[src/rtl/div_issue_ctrl_pkg.sv]
// Shared definitions for the divider issue controller: divider op codes and controller states.
package div_issue_ctrl_pkg;

    // Bit 2 selects 64-bit vs W op, bit 1 selects remainder, bit 0 selects unsigned.
    localparam logic [2:0] DIV_OP_DIVW  = 3'b000;
    localparam logic [2:0] DIV_OP_DIVUW = 3'b001;
    localparam logic [2:0] DIV_OP_REMW  = 3'b010;
    localparam logic [2:0] DIV_OP_REMUW = 3'b011;
    localparam logic [2:0] DIV_OP_DIV   = 3'b100;
    localparam logic [2:0] DIV_OP_DIVU  = 3'b101;
    localparam logic [2:0] DIV_OP_REM   = 3'b110;
    localparam logic [2:0] DIV_OP_REMU  = 3'b111;

    typedef enum logic [2:0] {
        IDLE,
        ISSUE,
        WAIT,
        RESP,
        DRAIN
    } div_ctrl_state_t;

endpackage

[src/rtl/div_issue_ctrl.sv]
// EX-stage initiator for the multi-cycle divider: issues one div/rem op, stalls EX while it is in
// flight, returns the tagged result to writeback, and drains the divider when the op is flushed.
module div_issue_ctrl
    import div_issue_ctrl_pkg::*;
#(
    parameter int XLEN     = 64,
    parameter int TAG_W    = 5,
    parameter int WDOG_MAX = 96
) (
    input  logic             clk,
    input  logic             reset,
    input  logic             ex_valid,
    input  logic             ex_is_div,
    input  logic [2:0]       ex_div_type,
    input  logic [XLEN-1:0]  ex_rs1,
    input  logic [XLEN-1:0]  ex_rs2,
    input  logic [TAG_W-1:0] ex_rd,
    input  logic             flush,
    output logic             ex_stall,
    output logic             wb_valid,
    input  logic             wb_ready,
    output logic [TAG_W-1:0] wb_rd,
    output logic [XLEN-1:0]  wb_data,
    output logic             div_start,
    output logic [XLEN-1:0]  div_dividend,
    output logic [XLEN-1:0]  div_divisor,
    output logic [2:0]       div_type,
    input  logic [XLEN-1:0]  div_result,
    input  logic             div_done,
    input  logic             div_busy,
    input  logic             div_by_zero,
    output logic             div_timeout
);

    localparam int WDOG_W = $clog2(WDOG_MAX + 1);

    div_ctrl_state_t  state_q;
    logic             done_seen_q;
    logic [WDOG_W-1:0] wdog_q;
    logic [WDOG_W-1:0] wdog_d;
    logic [TAG_W-1:0] rd_q;
    logic [XLEN-1:0]  dividend_q;
    logic [XLEN-1:0]  divisor_q;
    logic [2:0]       type_q;
    logic             wb_valid_q;
    logic [TAG_W-1:0] wb_rd_q;
    logic [XLEN-1:0]  wb_data_q;
    logic             timeout_q;

    logic div_req;
    logic done_fire;
    logic wdog_expired;
    logic unused_by_zero;

    // The divider already returns the architected value on divide-by-zero.
    assign unused_by_zero = div_by_zero;

    assign div_req      = ex_valid & ex_is_div;
    assign done_fire    = div_done & ~done_seen_q;
    assign wdog_d       = wdog_q + 1'b1;
    assign wdog_expired = (wdog_q >= WDOG_W'(WDOG_MAX - 1));

    // Start is issued combinationally so the pulse lands in the ISSUE cycle that sees the divider free.
    assign div_start = (state_q == ISSUE) & ~div_busy & ~div_done & ~flush;

    assign wb_valid     = wb_valid_q;
    assign wb_rd        = wb_rd_q;
    assign wb_data      = wb_data_q;
    assign div_dividend = dividend_q;
    assign div_divisor  = divisor_q;
    assign div_type     = type_q;
    assign div_timeout  = timeout_q;

    always_comb begin
        // NOTE: default assigned first so every path drives ex_stall and no latch is inferred.
        ex_stall = 1'b0;
        if (!reset) begin
            case (state_q)
                IDLE:        ex_stall = div_req & ~flush;
                ISSUE, WAIT: ex_stall = 1'b1;
                RESP:        ex_stall = ~wb_ready;
                DRAIN:       ex_stall = div_req;
                default:     ex_stall = 1'b0;
            endcase
        end
    end

    always_ff @(posedge clk or posedge reset) begin
        if (reset) begin
            state_q     <= IDLE;
            done_seen_q <= 1'b0;
            wdog_q      <= '0;
            rd_q        <= '0;
            dividend_q  <= '0;
            divisor_q   <= '0;
            type_q      <= '0;
            wb_valid_q  <= 1'b0;
            wb_rd_q     <= '0;
            wb_data_q   <= '0;
            timeout_q   <= 1'b0;
        end else begin
            // NOTE: non-blocking assignments so every register samples pre-edge values.
            done_seen_q <= div_done;
            case (state_q)
                IDLE: begin
                    if (div_req && !flush) begin
                        dividend_q <= ex_rs1;
                        divisor_q  <= ex_rs2;
                        type_q     <= ex_div_type;
                        rd_q       <= ex_rd;
                        state_q    <= ISSUE;
                    end
                end
                ISSUE: begin
                    if (flush) begin
                        state_q <= IDLE;
                    end else if (!div_busy && !div_done) begin
                        wdog_q  <= '0;
                        state_q <= WAIT;
                    end
                end
                WAIT: begin
                    if (flush) begin
                        // A done arriving with the flush retires the op; otherwise drain it.
                        state_q <= done_fire ? IDLE : DRAIN;
                        wdog_q  <= done_fire ? '0 : wdog_d;
                    end else if (done_fire) begin
                        wb_data_q  <= div_result;
                        wb_rd_q    <= rd_q;
                        wb_valid_q <= 1'b1;
                        wdog_q     <= '0;
                        state_q    <= RESP;
                    end else if (wdog_expired) begin
                        timeout_q <= 1'b1;
                        wdog_q    <= '0;
                        state_q   <= IDLE;
                    end else begin
                        wdog_q <= wdog_d;
                    end
                end
                RESP: begin
                    if (flush || wb_ready) begin
                        wb_valid_q <= 1'b0;
                        state_q    <= IDLE;
                    end
                end
                DRAIN: begin
                    if (done_fire) begin
                        wdog_q  <= '0;
                        state_q <= IDLE;
                    end else if (wdog_expired) begin
                        timeout_q <= 1'b1;
                        wdog_q    <= '0;
                        state_q   <= IDLE;
                    end else begin
                        wdog_q <= wdog_d;
                    end
                end
                default: state_q <= IDLE;
            endcase
        end
    end

endmodule

[config.mk]
export PLATFORM = sky130hd
export DESIGN_NAME = div_issue_ctrl
export DESIGN_NICKNAME = d
export VERILOG_FILES = /design/src/rtl/div_issue_ctrl_pkg.sv /design/src/rtl/div_issue_ctrl.sv
export SDC_FILE = /design/constraint.sdc
export NUM_CORES = 1
export LEC_CHECK = 0
export BUFFER_PORTS_ARGS = -buffer_cell sky130_fd_sc_hd__buf_2
export CORE_MARGIN = 2
export CORE_UTILIZATION = 35
export CTS_BUF_LIST = sky130_fd_sc_hd__clkbuf_8
export CTS_CLUSTER_SIZE = 28
export DETAILED_ROUTE_END_ITERATION = 10
export GPL_ROUTABILITY_DRIVEN = 0
export SYNTH_ARGS = -nofsm -noshare
export SYNTH_HDL_FRONTEND = slang
export SYNTH_SLANG_ARGS = --single-unit
[constraint.sdc]
create_clock -name clk -period 23.2 [get_ports clk]
set_input_delay 4.64 -clock clk [delete_from_list [all_inputs] [get_ports clk]]
set_output_delay 4.64 -clock clk [all_outputs]
set_load 0.01 [all_outputs]
After elaboration in Yosys (flattened, before gate mapping)
Cells that the tools add are included.

operators by class
  order comparisons = 1
  reduce and logical (&&, ||, !) cells = 17
  divide/modulo/power cells = 0
  add/sub/neg operators = 1
  muxes and demuxes = 27
  equal/unequal tests = 11
  bitwise operators = 11
  shifts and indexed selects = 0
  multipliers = 0

operators with widths
  kind                                                      count
  two-way mux 7 bit                                         6
  two-way mux 3 bit                                         9
  case mux 7 bit (3 select lines)                           1
  case mux 3 bit (5 select lines)                           1
  != test 2 bit, second input constant                      5
  AND reduction 3 bit                                       3
  adder 7 x 1 -> 7 bit, second input constant               1
  greater-or-equal comparator 7 bit, second input constant  1
  two-way mux 1 bit                                         7
  bitwise AND 1 bit                                         6
  equality test 3 x 2 -> 1 bit, second input constant       2
  inverter 1 bit                                            5
  case mux 1 bit (2 select lines)                           2
  case mux 1 bit (4 select lines)                           1
  AND reduction 2 bit                                       2
  AND reduction 4 bit                                       1
  nonzero test 2 bit                                        2
  equality test 3 x 1 -> 1 bit, second input constant       1
  equality test 3 bit, second input constant                1
  zero test 1 bit                                           3
  zero test 3 bit                                           1
  != test 3 x 2 -> 1 bit, second input constant             1
  nonzero test 3 bit                                        1
  logical AND 1 bit                                         2
  3 further kinds                                           3

storage, ports and cells
  memory bits (writable) = 0
  register bits after elaboration = 218
  bits in read-only memories = 0
  memories = 0
  bits in latches = 0
  input port bits = 209

Depth between registers and ports, before layout
Gate-level depths: netlist of run 1.

  word-level depth = 5
  gate-level depth with buffers = 6
  gate-level depth less buffers = 5

Worst setup path after synthesis of run 1
Ideal clock, no wire load.

  path type = input -> output
  start = in div_done
  end = out div_start
  arrival = 5.384 ns
  buffers on the path = 0
  required time = 18.560 ns
  cell stages on the path = 2
  path slack = 13.176 ns
  cells stage by stage = or2_2 -> nor4_1

between the ends
  longest elaborated chain between the ends = 3

RTL lines
  element                         RTL line              source
  from (decl)                     div_issue_ctrl.sv:29  input logic div_done,
  inverter 1 bit                  div_issue_ctrl.sv:64  assign div_start = (state_q == ISSUE) & ~div_busy & ~div_done & ~flush;
  bitwise AND 1 bit (2 in a row)  div_issue_ctrl.sv:64
  to (decl)                       div_issue_ctrl.sv:24  output logic div_start,

Every way passes these cells.

Final worst setup path of run 1
Ends and elaborated chain as after synthesis.

==> results.sh, run 1 <==
export IMPL_avgSynthCellArea_um2=16.0
export IMPL_leakagePower_uw=0.00616
export IMPL_utilization_pct=49.2
export IMPL_critPathSlowestCell="nor4_1"
export IMPL_layout_common_cells="411 x buf_2, 218 x dfrtp_1, 198 x mux2_2"
export IMPL_setup_slack_ns=12.95
export IMPL_syn_inst=527
export IMPL_slew_headroom_pct=31.4
export IMPL_drc=0
export IMPL_min_delay_path_class="register to register"
export IMPL_synth_cell_types=41
export IMPL_cts_root_buffer="clkbuf_8"
export IMPL_p_per_area_nw_per_um2=127
export IMPL_cts_buffer_depth=3
export IMPL_worst_path_buf_inv=2
export IMPL_syn_num_nets=737
export IMPL_start_kind="primary input"
export IMPL_nets=1167
export IMPL_wl_um=21300
export IMPL_fin_setup_tns_ns=0
export IMPL_grt_first_pass_wirelength_um=33900
export IMPL_rsz0062_at_grt="no"
export IMPL_h_tree_depth=2
export IMPL_critPathMaxStageDelay_ns=0.34
export IMPL_drv_cap=0
export IMPL_postCtsResizedCells=0
export IMPL_cp_data_required_time_ns=18.56
export IMPL_clk_latency_ns=0.51
export IMPL_track_usage_pct=16.5
export IMPL_ctsHoldBuffers=0
export IMPL_die_x_um=159
export IMPL_fin_crit_ns=10.25
export IMPL_antenna_found_initial=1
export IMPL_pre_cts_ws_ns=12.98
export IMPL_vias=5977
export IMPL_status="complete, no violations"
export IMPL_drtPass1Iterations=4
export IMPL_dp_hpwl_um=15100
export IMPL_cp_max_fo=3
export IMPL_area_delta_synth_final_pct=37.7
export IMPL_arrival_ns=5.61
export IMPL_grt_overflow_total=0
export IMPL_cts_setup_buffers=0
export IMPL_total_power_uw=1470
export IMPL_fp_dieArea_um2=25300
export IMPL_portBuffers=411
export IMPL_finalSetupViolCount=0
export IMPL_grt_max_degree=146
export IMPL_initial_core_util_pct=35.7
export IMPL_crit_top_cell="buf_2"
export IMPL_clock_skew_ns=0.0205
export IMPL_drv_slew=0
export IMPL_worst_slew_pin_slew_ns=1.03
export IMPL_vdd_ir_drop_max_uv=71.5
export IMPL_via_per_inst=4.57
export IMPL_regToRegSetupSlack_ns=20.28
export IMPL_fmax_ghz=0.0975
export IMPL_final_cell_count_no_fill=1307
export IMPL_hold_violations=0
export IMPL_clock_sinks=218
export IMPL_synth_seq_cells=218
export IMPL_drt_iter0_markers=272
export IMPL_final_common_cell="buf_2"
export IMPL_synth_cell_area_um2=8410
export IMPL_critical_path_top_delay_family="simple AND/OR/NAND/NOR gates"
export IMPL_design_core_area_um2=23500
export IMPL_worstPathCellList="buf_2 > or2_2 > nor4_1 > buf_2"
export IMPL_wire_per_inst_um=16.3
export IMPL_cp_end_kind="output pin"
export IMPL_numCtsBuffers=39
export IMPL_fp_row_count=56
export IMPL_drive_above_1_share_pct=68.9
export IMPL_cts_tree="built"
export IMPL_num_io_pins=413
export IMPL_grt_pass1_vias=6261
export IMPL_ys_seq_area_share_pct=64.8
export IMPL_fin_crit_sh_pct=44.2
export IMPL_die_y_um=159
export IMPL_post_place_cells=1235
export IMPL_yosysWarnings=0
export IMPL_crit_type="primary input to output pin"
export IMPL_clkTransAtPathRegs_ns=0.05
export IMPL_ant_nets=0
cell families after synthesis:
group | synth area share, %
AOI/OAI and AO/OA | 2.33
xor gates and xnor gates | 0.104
adders and majority gates | 0.149
buffers and inverters | 1.93
DFF | 64.8
muxes | 27.6
and+or+nand+nor | 3.09
sequential cells by signal, summed over array words and instances, names as in the netlist:
| register | flops |
|---|---|
| div_type | 3 |
| wb_rd | 5 |
| div_dividend | 64 |
| done_seen_q | 1 |
| rd_q | 5 |
| div_divisor | 64 |
| div_timeout | 1 |
| state_q | 3 |
| wdog_q | 7 |
| wb_data | 64 |
| wb_valid | 1 |
cells in the mapped netlist:
| cell | number | area [µm²] |
|---|---|---|
| nand3b_1 | 2 | 15.0 |
| ha_1 | 1 | 12.5 |
| mux2_2 | 198 | 2230 |
| a22oi_1 | 1 | 7.51 |
| mux2i_1 | 1 | 10.0 |
| nor2b_1 | 3 | 18.8 |
| or2_2 | 1 | 6.26 |
| nand2_2 | 1 | 6.26 |
| mux2_1 | 7 | 78.8 |
| nand2_1 | 8 | 30.0 |
| and4_1 | 1 | 8.76 |
| a221oi_1 | 1 | 8.76 |
| a31o_2 | 1 | 8.76 |
| or3_1 | 1 | 6.26 |
| nand4_1 | 1 | 6.26 |
| nand3_1 | 7 | 35.0 |
| nand4b_2 | 1 | 15.0 |
| o211ai_2 | 1 | 12.5 |
| a21oi_1 | 6 | 30.0 |
| xnor2_1 | 1 | 8.76 |
| dfrtp_1 | 218 | 5460 |
| a2111oi_4 | 1 | 27.5 |
| nor4_1 | 1 | 6.26 |
| a31oi_1 | 4 | 25.0 |
| a211o_1 | 1 | 8.76 |
| and2_1 | 2 | 12.5 |
| o21ai_0 | 5 | 25.0 |
| nor3_1 | 3 | 15.0 |
| buf_6 | 1 | 11.3 |
| nor2_2 | 1 | 6.26 |
| nor3_2 | 1 | 10.0 |
| nand2b_1 | 2 | 12.5 |
| clkbuf_2 | 1 | 5.00 |
| buf_2 | 21 | 105 |
| inv_1 | 7 | 26.3 |
| buf_4 | 2 | 15.0 |
| nand4bb_4 | 1 | 27.5 |
| nor2_1 | 6 | 22.5 |
| a21o_1 | 1 | 7.51 |
| o32ai_1 | 1 | 8.76 |
| o221ai_1 | 3 | 26.3 |
path summary, 6_finish.rpt:
kind / from / to / cells after the start
min in group asynchronous: reset / wb_valid / 2
min reg2reg: wb_data[9] / wb_data[9] / 1
max in group asynchronous: reset / div_divisor[26] / 3
max reg2reg: state_q[1] / div_divisor[54] / 4
max: div_done / div_start / 4
min: wb_data[9] / wb_data[9] / 1
worst register-to-register path, stage by stage, from the launching register on:
cell and delay, ns:
dfrtp_1 0.68, nor3_2 0.15, nand2_4 0.57, buf_4 0.87, mux2_2 0.53
layout make-up:
type	count	area, µm²
repair buffers	414	2080
inverters	7	33.8
flip-flops and latches	218	5460
well taps	319	399
multi-input cells	277	2810
clock buffers	50	688
diodes	1	2.50
fillers	2153	12000
clock inverters	21	113
power breakdown:
part | leakage, µW | switching, µW | internal [µW]
combinational | 0.00296 | 232 | 252
clock | 0.000472 | 155 | 205
sequential | 0.00273 | 83.0 | 548
total | 0.00616 | 470 | 1000
metal layers:
metal / routed length [µm] / GRT usage (%)
met3: 1680 / 5.37
met4: 568 / 6.07
met1: 8580 / 19.6
met2: 10500 / 28.0
met5: 0 / 0
stage by stage:
stage | hold WS (ns) | area (µm²)
finish | 0.485 | 11600
global route | 0.499 | 11600
CTS | 0.489 | 11600
detailed placement | 0.476 | 10800
global placement | 0.450 | 10800
floorplan | 0.475 | 8410
No activity file was read; power rests on OpenSTA's default activity.
==> inputs of run 2 (changes only) <==
- PLACE_DENSITY: default -> 0.66
- clock period: 23.2 -> 9.1 ns (I/O delays scaled with it)
==> run 2 against run 1 <==
Wire length decreased by 0.55%; non-clock buffer count increased by 1; setup slack got worse by 8.5 ns; via count decreased by 0.79%; sequential power increased to 2.6 times the previous value; clock skew decreased by 0.0018 ns; critical endpoint unchanged; largest power group unchanged.
==> results.sh, run 2 (same netlist as run 1, synthesis figures left out) <==
export IMPL_status="complete, no violations"
export IMPL_finalSetupViolCount=0
export IMPL_post_place_cells=1236
export IMPL_fp_row_count=56
export IMPL_numCtsBuffers=38
export IMPL_drv_cap=0
export IMPL_timing_hold_ws_ns=0.473
export IMPL_critPathMaxStageDelay_ns=0.35
export IMPL_cts_buffer_depth=3
export IMPL_worst_slew_pin_slew_ns=1.04
export IMPL_crit_type="primary input to output pin"
export IMPL_leakagePower_uw=0.00613
export IMPL_critical_path_top_delay_family="simple AND/OR/NAND/NOR gates"
export IMPL_fp_dieArea_um2=25300
export IMPL_grt_first_pass_wirelength_um=34000
export IMPL_cp_max_fo=3
export IMPL_ant_nets=0
export IMPL_via_per_inst=4.55
export IMPL_num_io_pins=413
export IMPL_start_kind="primary input"
export IMPL_die_x_um=159
export IMPL_p_per_area_nw_per_um2=322
export IMPL_wl_um=21200
export IMPL_grt_max_degree=83
export IMPL_vias=5930
export IMPL_final_cell_count_no_fill=1304
export IMPL_clk_latency_ns=0.52
export IMPL_crit_top_cell="buf_2"
export IMPL_fin_setup_tns_ns=0
export IMPL_h_tree_depth=2
export IMPL_cp_depth=4
export IMPL_drv_slew=0
export IMPL_layout_common_cells="411 x buf_2, 218 x dfrtp_1, 198 x mux2_2"
export IMPL_utilization_pct=49.1
export IMPL_r2r_start="state_q[1]"
export IMPL_worst_path_buf_inv=2
export IMPL_crit_path_end="div_start"
export IMPL_clock_sinks=218
export IMPL_cts_tree="built"
export IMPL_postCtsResizedCells=0
export IMPL_slew_headroom_pct=30.8
export IMPL_cp_end_kind="output pin"
export IMPL_drive_above_1_share_pct=68.9
export IMPL_crit_start="div_done"
export IMPL_critPathSlowestCell="nor4_1"
export IMPL_fmax_ghz=0.216
export IMPL_grt_overflow_total=0
export IMPL_clock_skew_ns=0.0186
export IMPL_cts_setup_buffers=0
export IMPL_reg2regPathDepth=4
export IMPL_area_delta_synth_final_pct=37.3
export IMPL_wire_per_inst_um=16.3
export IMPL_die_y_um=159
export IMPL_worstPathCellList="buf_2 > or2_2 > nor4_1 > buf_2"
export IMPL_cts_root_buffer="clkbuf_8"
export IMPL_design_core_area_um2=23500
export IMPL_vdd_ir_drop_max_uv=175
export IMPL_arrival_ns=2.80
export IMPL_hold_start="div_timeout"
export IMPL_hold_violations=0
export IMPL_dp_hpwl_um=15500
export IMPL_nets=1167
export IMPL_drtPass1Iterations=4
export IMPL_portBuffers=411
export IMPL_antenna_found_initial=4
export IMPL_fin_crit_ns=4.62
export IMPL_rsz0062_at_grt="no"
export IMPL_initial_core_util_pct=35.7
export IMPL_drc=0
export IMPL_clkTransAtPathRegs_ns=0.06
export IMPL_cp_data_required_time_ns=7.28
export IMPL_regToRegSetupSlack_ns=6.25
export IMPL_r2r_end="div_divisor[61]"
export IMPL_grt_pass1_vias=6414
export IMPL_final_common_cell="buf_2"
export IMPL_min_delay_path_class="register to register"
export IMPL_drt_iter0_markers=219
export IMPL_fin_crit_sh_pct=50.8
export IMPL_ctsHoldBuffers=0
export IMPL_track_usage_pct=16.6
## run 2: cell count changes in the layout (fill, tap and decap cells not counted)
cell | before | now
buf_4 | 3 | 4
diode_2 | 1 | 3
clkbuf_8 | 50 | 51
inv_1 | 20 | 18
bufinv_16 | 1 | 0
clkinv_2 | 6 | 2
## run 2: worst min path at each step
stage,to,cells after the start,slack [ns]
finish,div_timeout,1,0.47
CTS,div_timeout,1,0.48
global placement,div_timeout,1,0.45
global route,wb_data[3],1,0.50
detailed placement,div_timeout,1,0.47
floorplan,wb_rd[0],1,0.47
## run 2: final cells by class
class,count,area (µm²)
timing repair buffer,415,2090
tap,319,399
clock inverter,14,55.1
clock buffer,51,702
antenna,3,7.51
inverter,7,33.8
fill,2150,12000
sequential,218,5460
multi-input combinational,277,2810
## run 2: through the flow
step / total power [µW] / area (µm²) / setup slack, ns
3_3_place_gp: 2840 / 10800 / 4.51
6_report: 3720 / 11600 / 4.48
3_5_place_dp: 2880 / 10800 / 4.49
4_1_cts: 3780 / 11500 / 4.47
2_1_floorplan: 2280 / 8410 / 1.32
5_1_grt: 3960 / 11500 / 4.44
## run 2: metal layers
metal / up-vias / routed length (µm) / global-route usage, % / share of wire [%]
met5: - / 12 / 0 / 0.057
met4: 2 / 721 / 7.48 / 3.4
met3: 52 / 2100 / 6.77 / 9.9
met2: 285 / 10400 / 28.1 / 49
met1: 2843 / 8040 / 18.5 / 38
li1: 2748 / - / - / -
## run 2: power breakdown
group	internal, µW	switching [µW]	total [µW]
registers	1400	212	1610
logic	641	589	1230
clock network	495	383	878
## run 2: worst reg2reg max path: cells and delay by family (launching register included)
| kind | cells | cell delay [ns] |
|---|---|---|
| buffers and inverters | 1 | 0.92 |
| AND/OR/NAND/NOR | 2 | 0.71 |
| flip-flops | 1 | 0.64 |
| multiplexers | 1 | 0.48 |
==> inputs of run 3 (changes only) <==
- clock period: 9.1 -> 4 ns (I/O delays scaled with it)
==> run 3 against run 2 <==
Critical path depth unchanged; wire length decreased by 0.52%; combinational power grew 130%; sequential share of layout area grew 0.12 points; worst hold slack got worse by 0.21 ns; global-route usage fell by 0.19 points; via count increased by 0.71%; clock power is 110% higher; highest routed layer is now met4.
==> results.sh, run 3 (same netlist as run 1, synthesis figures left out) <==
export IMPL_status="complete, no violations"
export IMPL_area_delta_synth_final_pct=37.0
export IMPL_h_tree_depth=2
export IMPL_num_io_pins=413
export IMPL_final_cell_count_no_fill=1300
export IMPL_ant_nets=0
export IMPL_final_common_cell="buf_2"
export IMPL_post_place_cells=1237
export IMPL_fin_crit_sh_pct=65.9
export IMPL_hold_violations=0
export IMPL_die_x_um=159
export IMPL_die_y_um=159
export IMPL_ctsHoldBuffers=0
export IMPL_clk_latency_ns=0.49
export IMPL_wire_per_inst_um=16.2
export IMPL_clkTransAtPathRegs_ns=0.06
export IMPL_fp_row_count=56
export IMPL_via_per_inst=4.59
export IMPL_grt_pass1_vias=6280
export IMPL_met2_length_um=10400
export IMPL_highest_layer="met4"
export IMPL_clock_skew_ns=0.00976
export IMPL_drv_cap=0
export IMPL_crit_top_cell="buf_2"
export IMPL_design_core_area_um2=23500
export IMPL_antenna_found_initial=2
export IMPL_p_int_uw=5680
export IMPL_postCtsResizedCells=0
export IMPL_cts_buffer_depth=3
export IMPL_drv_slew=0
export IMPL_wl_um=21100
export IMPL_slew_headroom_pct=47.8
export IMPL_portBuffers=411
export IMPL_worstPathCellList="buf_2 > or2_2 > nor4_1 > buf_2"
export IMPL_critPathSlowestCell="nor4_1"
export IMPL_fmax_ghz=0.379
export IMPL_initial_core_util_pct=35.7
export IMPL_clock_sinks=218
export IMPL_cp_end_kind="output pin"
export IMPL_rsz0062_at_grt="no"
export IMPL_drive_above_1_share_pct=68.5
export IMPL_regArea_um2=5460
export IMPL_drtPass1Iterations=4
export IMPL_track_usage_pct=16.4
export IMPL_nets=1167
export IMPL_layout_common_cells="411 x buf_2, 218 x dfrtp_1, 198 x mux2_2"
export IMPL_numCtsBuffers=37
export IMPL_drc=0
export IMPL_nFillCells=2152
export IMPL_min_delay_path_class="primary input to async pin"
export IMPL_p_switching_uw=2650
export IMPL_seq_power_share_pct=43.8
export IMPL_leakagePower_uw=0.00612
export IMPL_wirelength_met1_um=8040
export IMPL_p_per_area_nw_per_um2=723
export IMPL_crit_type="primary input to output pin"
export IMPL_start_kind="primary input"
export IMPL_fp_dieArea_um2=25300
export IMPL_arrival_ns=1.84
export IMPL_grt_first_pass_wirelength_um=33600
export IMPL_critPathMaxStageDelay_ns=0.40
export IMPL_finalSetupViolCount=0
export IMPL_cts_tree="built"
export IMPL_fin_crit_ns=2.64
export IMPL_grt_overflow_total=0
export IMPL_multi_input_area_um2=2810
export IMPL_cp_max_fo=3
export IMPL_fin_setup_tns_ns=0
export IMPL_vdd_ir_drop_max_uv=360
export IMPL_cts_setup_buffers=0
export IMPL_vias=5972
export IMPL_dp_hpwl_um=15300
export IMPL_p_sw_share_pct=31.9
export IMPL_grt_max_degree=111
export IMPL_worst_slew_pin_slew_ns=0.783
export IMPL_cp_data_required_time_ns=3.20
export IMPL_power_share_clock_pct=22.5
export IMPL_drt_iter0_markers=311
export IMPL_p_comb_share_pct=33.6
export IMPL_cts_root_buffer="clkbuf_8"
export IMPL_dr_wl_met3_um=1840
run 3: area by class of cell:
class                   instances  area share (%)
well taps                     319            3.46
repair buffers                416            18.5
clock inverters                19           0.869
clock buffers                  43            5.14
diodes                          1          0.0217
multi-input cells             277            24.4
inverters                       7           0.261
flip-flops and latches        218            47.3
run 3: final timing paths:
check | startpoint | endpoint | slack [ns] | cells past startpoint
worst max-delay path | div_done | div_start | 1.36 | 4
worst min-delay path | reset | wb_valid | 0.26 | 2
worst max register to register | state_q[1] | rd_q[2] | 1.69 | 4
worst min register to register | div_timeout | div_timeout | 0.47 | 1
max in group asynchronous | reset | div_divisor[57] | 2.86 | 3
min in group clk | div_done | done_seen_q | 0.44 | 1
run 3: per-stage QoR:
stage / worst slack, ns / total power (µW) / util, % / hold WS, ns / instance area (µm²)
2_1_floorplan: 0.360 / 5190 / - / 0.475 / 8420
3_3_place_gp: 1.24 / 6450 / 46.0 / 0.454 / 10800
3_5_place_dp: 1.24 / 6540 / 46.0 / 0.448 / 10800
4_1_cts: 1.35 / 8470 / 48.9 / 0.215 / 11500
5_1_grt: 1.24 / 8860 / 48.9 / 0.240 / 11500
6_report: 1.36 / 8330 / 48.9 / 0.261 / 11500
run 3: power by group through the flow:
stage / clock network [µW] / registers [µW] / logic (µW)
after floorplan: 0 / 4110 / 1080
after global placement: 0 / 3640 / 2810
after detailed placement: 0 / 3680 / 2850
after CTS: 1960 / 3660 / 2850
after global routing: 2050 / 3790 / 3020
final: 1880 / 3650 / 2800
run 3: worst max-delay path: cells and delay by family:
| family | cells | cell delay, ns |
|---|---|---|
| buffers and inverters | 2 | 0.33 |
| AND/OR/NAND/NOR | 2 | 0.70 |
run 3: routing by layer:
layer  track usage (%)  up-vias
li1                  -     2743
met1              18.9     2882
met2              28.0      293
met3              5.63       54
met4              7.11        0
met5                 0        -
